==> config.mk <==
export PLATFORM = sky130hd
export DESIGN_NAME = axis_pid_scheduler
export DESIGN_NICKNAME = d
export VERILOG_FILES = /design/src/rtl/galvano_pkg.sv /design/src/rtl/rr_arb2.sv /design/src/rtl/axis_pid_scheduler.sv
export SDC_FILE = /design/constraint.sdc
export NUM_CORES = 1
export LEC_CHECK = 0
export ABC_AREA = 1
export CAP_MARGIN = 10
export CORE_MARGIN = 1.5
export CORE_UTILIZATION = 26
export DETAILED_ROUTE_END_ITERATION = 7
export GPL_ROUTABILITY_DRIVEN = 0
export SYNTH_ARGS = -nofsm -noshare
export SYNTH_HDL_FRONTEND = slang
export SYNTH_SLANG_ARGS = --single-unit
==> constraint.sdc <==
create_clock -name clk_ref -period 5.8 [get_ports clk_ref]
set_input_delay 0.58 -clock clk_ref [delete_from_list [all_inputs] [get_ports clk_ref]]
set_output_delay 0.58 -clock clk_ref [all_outputs]
set_load 0.005 [all_outputs]
==> src/rtl/galvano_pkg.sv <==
// galvano_pkg: shared widths, axis encoding, FSM states and DAC reset code for the galvo blocks
package galvano_pkg;
  localparam int DATA_W = 16;
  localparam logic AXIS_X = 1'b0;
  localparam logic AXIS_Y = 1'b1;
  localparam logic [15:0] DAC_RST_CODE = 16'h8000;
  typedef enum logic [1:0] {S_IDLE, S_START, S_WAIT, S_LOAD} state_t;
endpackage

==> src/rtl/rr_arb2.sv <==
// rr_arb2: two-requester round-robin grant, favouring the side that was not granted last
module rr_arb2 (
  input  logic req_x_i,
  input  logic req_y_i,
  input  logic last_grant_i,
  output logic gnt_valid_o,
  output logic gnt_axis_o
);
  assign gnt_valid_o = req_x_i | req_y_i;
  assign gnt_axis_o  = (req_x_i & req_y_i) ? ~last_grant_i : req_y_i;
endmodule

==> src/rtl/axis_pid_scheduler.sv <==
// axis_pid_scheduler: round-robin sharing of one PID engine between the X and Y galvo axes
module axis_pid_scheduler #(
  parameter int DATA_W = galvano_pkg::DATA_W,
  parameter int TIMEOUT_CYC = 64,
  parameter int CNT_W = 8,
  parameter logic [DATA_W-1:0] DAC_RST_CODE = galvano_pkg::DAC_RST_CODE
) (
  input  logic              clk_ref,
  input  logic              sys_rst,
  input  logic              enable,
  input  logic              x_adc_valid,
  input  logic [DATA_W-1:0] x_adc_data,
  input  logic              y_adc_valid,
  input  logic [DATA_W-1:0] y_adc_data,
  input  logic [DATA_W-1:0] x_target,
  input  logic [DATA_W-1:0] y_target,
  output logic              pid_start,
  output logic              pid_axis,
  output logic [DATA_W-1:0] pid_meas,
  output logic [DATA_W-1:0] pid_target,
  input  logic              pid_done,
  input  logic [DATA_W-1:0] pid_result,
  output logic [DATA_W-1:0] x_dac_data,
  output logic              x_dac_load,
  output logic [DATA_W-1:0] y_dac_data,
  output logic              y_dac_load,
  output logic              busy,
  output logic [CNT_W-1:0]  x_overrun_cnt,
  output logic [CNT_W-1:0]  y_overrun_cnt,
  output logic [CNT_W-1:0]  timeout_cnt
);
  import galvano_pkg::*;
  localparam int TW = $clog2(TIMEOUT_CYC + 1);
  localparam logic [TW-1:0] T_LAST = TW'(TIMEOUT_CYC - 1);
  state_t state_q;
  logic x_pend_q, y_pend_q, last_grant_q;
  logic [DATA_W-1:0] x_smp_q, y_smp_q;
  logic [TW-1:0] timer_q;
  logic gnt_valid, gnt_axis, dispatch, disp_x, disp_y;
  rr_arb2 u_arb (
    .req_x_i(x_pend_q),
    .req_y_i(y_pend_q),
    .last_grant_i(last_grant_q),
    .gnt_valid_o(gnt_valid),
    .gnt_axis_o(gnt_axis)
  );
  // The grant edge is the dispatch point: sample and target are taken and pend is cleared there
  assign dispatch = (state_q == S_IDLE) && enable && gnt_valid;
  assign disp_x = dispatch && (gnt_axis == AXIS_X);
  assign disp_y = dispatch && (gnt_axis == AXIS_Y);
  always_ff @(posedge clk_ref or posedge sys_rst)
    if (sys_rst) begin
      x_pend_q <= 1'b0;
      y_pend_q <= 1'b0;
      x_smp_q <= '0;
      y_smp_q <= '0;
      x_overrun_cnt <= '0;
      y_overrun_cnt <= '0;
    end else begin
      if (x_adc_valid) x_smp_q <= x_adc_data;
      if (y_adc_valid) y_smp_q <= y_adc_data;
      x_pend_q <= x_adc_valid | (x_pend_q & ~disp_x);
      y_pend_q <= y_adc_valid | (y_pend_q & ~disp_y);
      if (x_adc_valid && x_pend_q && !disp_x && x_overrun_cnt != '1) x_overrun_cnt <= x_overrun_cnt + CNT_W'(1);
      if (y_adc_valid && y_pend_q && !disp_y && y_overrun_cnt != '1) y_overrun_cnt <= y_overrun_cnt + CNT_W'(1);
    end
  always_ff @(posedge clk_ref or posedge sys_rst)
    if (sys_rst) begin
      state_q <= S_IDLE;
      last_grant_q <= AXIS_Y;
      timer_q <= '0;
      busy <= 1'b0;
      pid_start <= 1'b0;
      pid_axis <= 1'b0;
      pid_meas <= '0;
      pid_target <= '0;
      x_dac_data <= DAC_RST_CODE;
      y_dac_data <= DAC_RST_CODE;
      x_dac_load <= 1'b0;
      y_dac_load <= 1'b0;
      timeout_cnt <= '0;
    end else begin
      pid_start <= 1'b0;
      x_dac_load <= 1'b0;
      y_dac_load <= 1'b0;
      case (state_q)
        S_IDLE: if (dispatch) begin
          state_q <= S_START;
          busy <= 1'b1;
          pid_start <= 1'b1;
          pid_axis <= gnt_axis;
          pid_meas <= gnt_axis ? y_smp_q : x_smp_q;
          pid_target <= gnt_axis ? y_target : x_target;
        end
        S_START: begin
          state_q <= S_WAIT;
          timer_q <= '0;
        end
        S_WAIT: begin
          timer_q <= timer_q + TW'(1);
          if (pid_done) begin
            state_q <= S_LOAD;
            if (pid_axis == AXIS_Y) begin
              y_dac_data <= pid_result;
              y_dac_load <= 1'b1;
            end else begin
              x_dac_data <= pid_result;
              x_dac_load <= 1'b1;
            end
          end else if (timer_q == T_LAST) begin
            state_q <= S_IDLE;
            busy <= 1'b0;
            last_grant_q <= pid_axis;
            if (timeout_cnt != '1) timeout_cnt <= timeout_cnt + CNT_W'(1);
          end
        end
        S_LOAD: begin
          state_q <= S_IDLE;
          busy <= 1'b0;
          last_grant_q <= pid_axis;
        end
        default: state_q <= S_IDLE;
      endcase
    end
endmodule
==> Flow_metrics.wiki <==
{| class="wikitable"
! Metric !! Value
|-
| Syn-to-layout area delta || 44.1%
|-
| Vertical die dimension || 156 um
|-
| Total of flip-flops plus latches after synthesis || 137
|-
| Worst hold path stage count || 2
|-
| Clock net sink count || 137
|-
| Unique masters post-synth || 34
|-
| Relative max-transition margin || 0.396
|-
| Netlist Area Pre-Place || 0.00608 mm^2
|-
| Worst setup SP type || flop
|-
| Worst hold endpoint || x_smp_q[2]
|-
| TritonRoute pass-1 iters || 4
|-
| Post-Place Setup Slack || 3.31 ns
|-
| Fmax || 457 MHz
|-
| DR WL/cell || 13.8 um
|-
| Fin crit period || 2.19 ns
|-
| Number of cells produced by synthesis || 704
|-
| Worst flop-to-flop path endpoint || pid_axis
|-
| Wire length of the first global-routing pass || 26600 um
|-
| Hold-fix buffers, CTS || 0
|-
| Number of enable-type register cells in the synthesized netlist || 0
|-
| Source of the worst hold timing path || x_smp_q[2]
|-
| Area of the multi-input gates || 0.00227 mm^2
|-
| Final ANT Viol Nets || 0
|-
| Number of buffers and inverters on the critical path || 1
|-
| Number of antenna violations at the first check in global routing || 1
|-
| Total die area || 0.0243 mm^2
|-
| Min-delay worst type || flop to flop
|-
| Peak ir drop on the vdd network || 0.141 mV
|-
| Number of hold violations in the final report || 0
|-
| CP max stage cell || dfstp_2
|-
| Slowest cell delay on critical path || 0.54 ns
|-
| Post-detailed-routing wire length || 16600 um
|-
| WP data required || 6.06 ns
|-
| Vias in the first global route || 5005
|-
| Number of buffers inserted during clock tree synthesis || 17
|-
| Setup violators final || 0
|-
| Max Root-Sink Buffers || 2
|-
| TritonCTS clock tree || done
|-
| IO buf count || 178
|-
| Total vias in the final route || 5102
|-
| Number of resized instances in the post-cts repair step || 0
|-
| Mean area per synthesized cell || 8.63 um^2
|-
| Fraction of registers with async set/reset || 1.00
|-
| Depth of the CTS H-tree || 4
|-
| Non-filler instance count after layout || 1204
|-
| Root buffer cell || clkbuf_16
|-
| Number of vias per cell after detailed routing || 4.24
|-
| Cell seen most often among critical-path stages || nand2_1
|-
| Share of the clock period used by the worst path after layout || 0.378
|-
| PnR Total Power || 3970 uW
|-
| Worst clock skew || 0.00870 ns
|-
| Insertion delay of the later-clocked pin in the worst-skew pair || 0.41 ns
|-
| I/O pin count || 179
|-
| Share of cells above drive strength 1 || 0.0685
|-
| Post-CTS Repair Setup Buffers || 0
|-
| Number of cell rows || 55
|-
| Slew Limit Fails || 0
|-
| Clock input transition at the sequential cells of the worst setup and hold paths || 0.06 ns
|-
| Path type of the worst setup path || flop to flop
|-
| Result of the run || finished, final reports clean
|-
| Residual DRC || 0
|-
| Peak fanout along the critical path || 26
|-
| Setup repair after global routing missed its margin || false
|-
| Pleak || 0.00403 uW
|-
| Layout fillers || 2317
|-
| Summed negative setup slack over all endpoints || 0 ns
|-
| Kind of capture point of the worst setup path || flop
|-
| Die extent in x || 156 um
|-
| Gr ovfl total || 0
|-
| Number of nets in the layout || 974
|-
| Worst Max-Slew Pin Slew || 0.904 ns
|-
| Diodes inserted || 0
|-
| Data arrival, critical path || 2.45 ns
|-
| Number of cells on the worst reg-to-reg path || 5
|-
| End-of-flow core utilization || 0.384
|-
| Pin count of the biggest net entering global routing || 90
|-
| Area inside the core boundary || 0.0228 mm^2
|-
| Area taken by flip-flops and latches || 0.00343 mm^2
|-
| CP delay by family, top || simple AND/OR/NAND/NOR gates
|-
| Number of violations of the max-capacitance limit || 0
|-
| Synth Net Count || 799
|-
| Overall global routing resource usage || 0.142
|-
| Worst reg-to-reg setup slack || 3.61 ns
|-
| Smallest setup slack after layout || 3.61 ns
|-
| Worst path cell trace || nand2_1 > nand2_2 > inv_2 > nand2_1 > o21ai_0
|-
| Starting density of the core || 0.267
|-
| Register area share after synthesis || 0.565
|-
| DRT iter0 DRCs || 349
|-
| Pwr per Cell Area || 454 mW/mm^2
|-
| Commonest register cell after synthesis || dfrtp_1
|-
| Yosys warning count || 0
|-
| Number of instances in the placed design || 1173
|-
| Worst R2R Start || last_grant_q
|-
| Dpl hpwl || 11700 um
|}
area by class of cell:
type,count,area share
well taps,313,0.0447
clock inverters,12,0.0189
flip-flops and latches,137,0.392
multi-input cells,477,0.259
clock buffers,19,0.0517
inverters,66,0.0289
repair buffers,180,0.205
stage by stage:
stage	instance area (um^2)	hold slack, ns
after floorplan	6080	0.437
after global placement	8140	0.453
after detailed placement	8140	0.460
after CTS	8760	0.475
after global routing	8760	0.491
final	8760	0.470
worst min-delay path, delay by kind of cell (launching register included):
kind | cells | cell delay (ns)
simple gates | 2 | 0.10
flops | 1 | 0.34
per-layer routing:
layer | track usage | wire, um | vias up
li1 | - | - | 2575
met1 | 0.186 | 7710 | 2388
met2 | 0.227 | 7880 | 118
met3 | 0.0350 | 692 | 21
met4 | 0.0544 | 291 | 0
met5 | 0 | 0 | -
power by group:
group / total (uW) / switching, uW / internal, uW
registers: 1460 / 200 / 1260
logic: 1380 / 668 / 710
clock network: 1140 / 433 / 703
layout by cell type, fill, tap and decap left out, types with 4 or more instances in the layout:
cell / count
nor2_1: 47
nand2_2: 4
o21ai_1: 35
xnor2_1: 7
ha_1: 9
o211ai_1: 9
xor2_1: 5
dfrtp_1: 134
nand2_1: 250
clkbuf_16: 17
a21oi_1: 4
inv_6: 4
nand3_1: 11
nor2_2: 4
inv_1: 60
clkdlybuf4s50_1: 178
mux2_2: 7
o21ai_0: 68
worst max path at each step:
stage	startpoint	slack [ns]	endpoint	cells past startpoint
after floorplan	sys_rst	1.56	busy	1
after detailed placement	x_adc_valid	3.31	x_smp_q[13]	4
final	last_grant_q	3.61	pid_axis	5
after global routing	state_q[0]	3.24	x_dac_data[7]	7
after global placement	x_adc_valid	3.31	x_smp_q[6]	4
after CTS	last_grant_q	3.53	pid_axis	5
sequential cells by signal, summed over array words and instances (netlist names):
name / flops
pid_meas: 16
pid_target: 16
x_dac_data: 16
x_smp_q: 16
y_dac_data: 16
y_smp_q: 16
timeout_cnt: 8
x_overrun_cnt: 8
y_overrun_cnt: 8
timer_q: 7
state_q: 2
busy: 1
last_grant_q: 1
pid_axis: 1
pid_start: 1
x_dac_load: 1
x_pend_q: 1
y_dac_load: 1
y_pend_q: 1
logic make-up (layout without fill, tap and decap cells):
logic type / after synthesis / in the layout / share of synthesized area
compound gates: 122 / 122 / 0.108
xor+xnor: 12 / 12 / 0.0173
fa+ha+maj: 9 / 9 / 0.0185
buf+inv: 90 / 277 / 0.0626
flops: 137 / 137 / 0.565
mux: 7 / 7 / 0.0130
simple gates: 327 / 327 / 0.216
synthesized netlist by cell type, types with 2 or more instances:
library cell  instances  area share
clkbuf_2              2      0.0016
buf_2                14       0.012
nor3b_1               2      0.0025
nand2_2               4      0.0041
nor2_4                2      0.0037
o211ai_1              9       0.011
clkbuf_1              4      0.0025
xnor2_1               7       0.010
clkinv_1              2      0.0012
inv_1                61       0.038
o21ai_1              35       0.029
ha_1                  9       0.019
xor2_1                5      0.0072
inv_2                 3      0.0019
o21ai_0              68       0.056
dfrtp_1             134        0.55
nor2_1               47       0.029
nand3b_1              3      0.0037
nand3_1              11      0.0091
o22ai_1               2      0.0021
buf_6                 3      0.0056
nor2_2                4      0.0041
nand2_1             250        0.15
dfstp_2               3       0.013
mux2_2                7       0.013
nand4_1               2      0.0021
a21oi_1               4      0.0033
No activity file was read; power rests on OpenSTA's default activity.
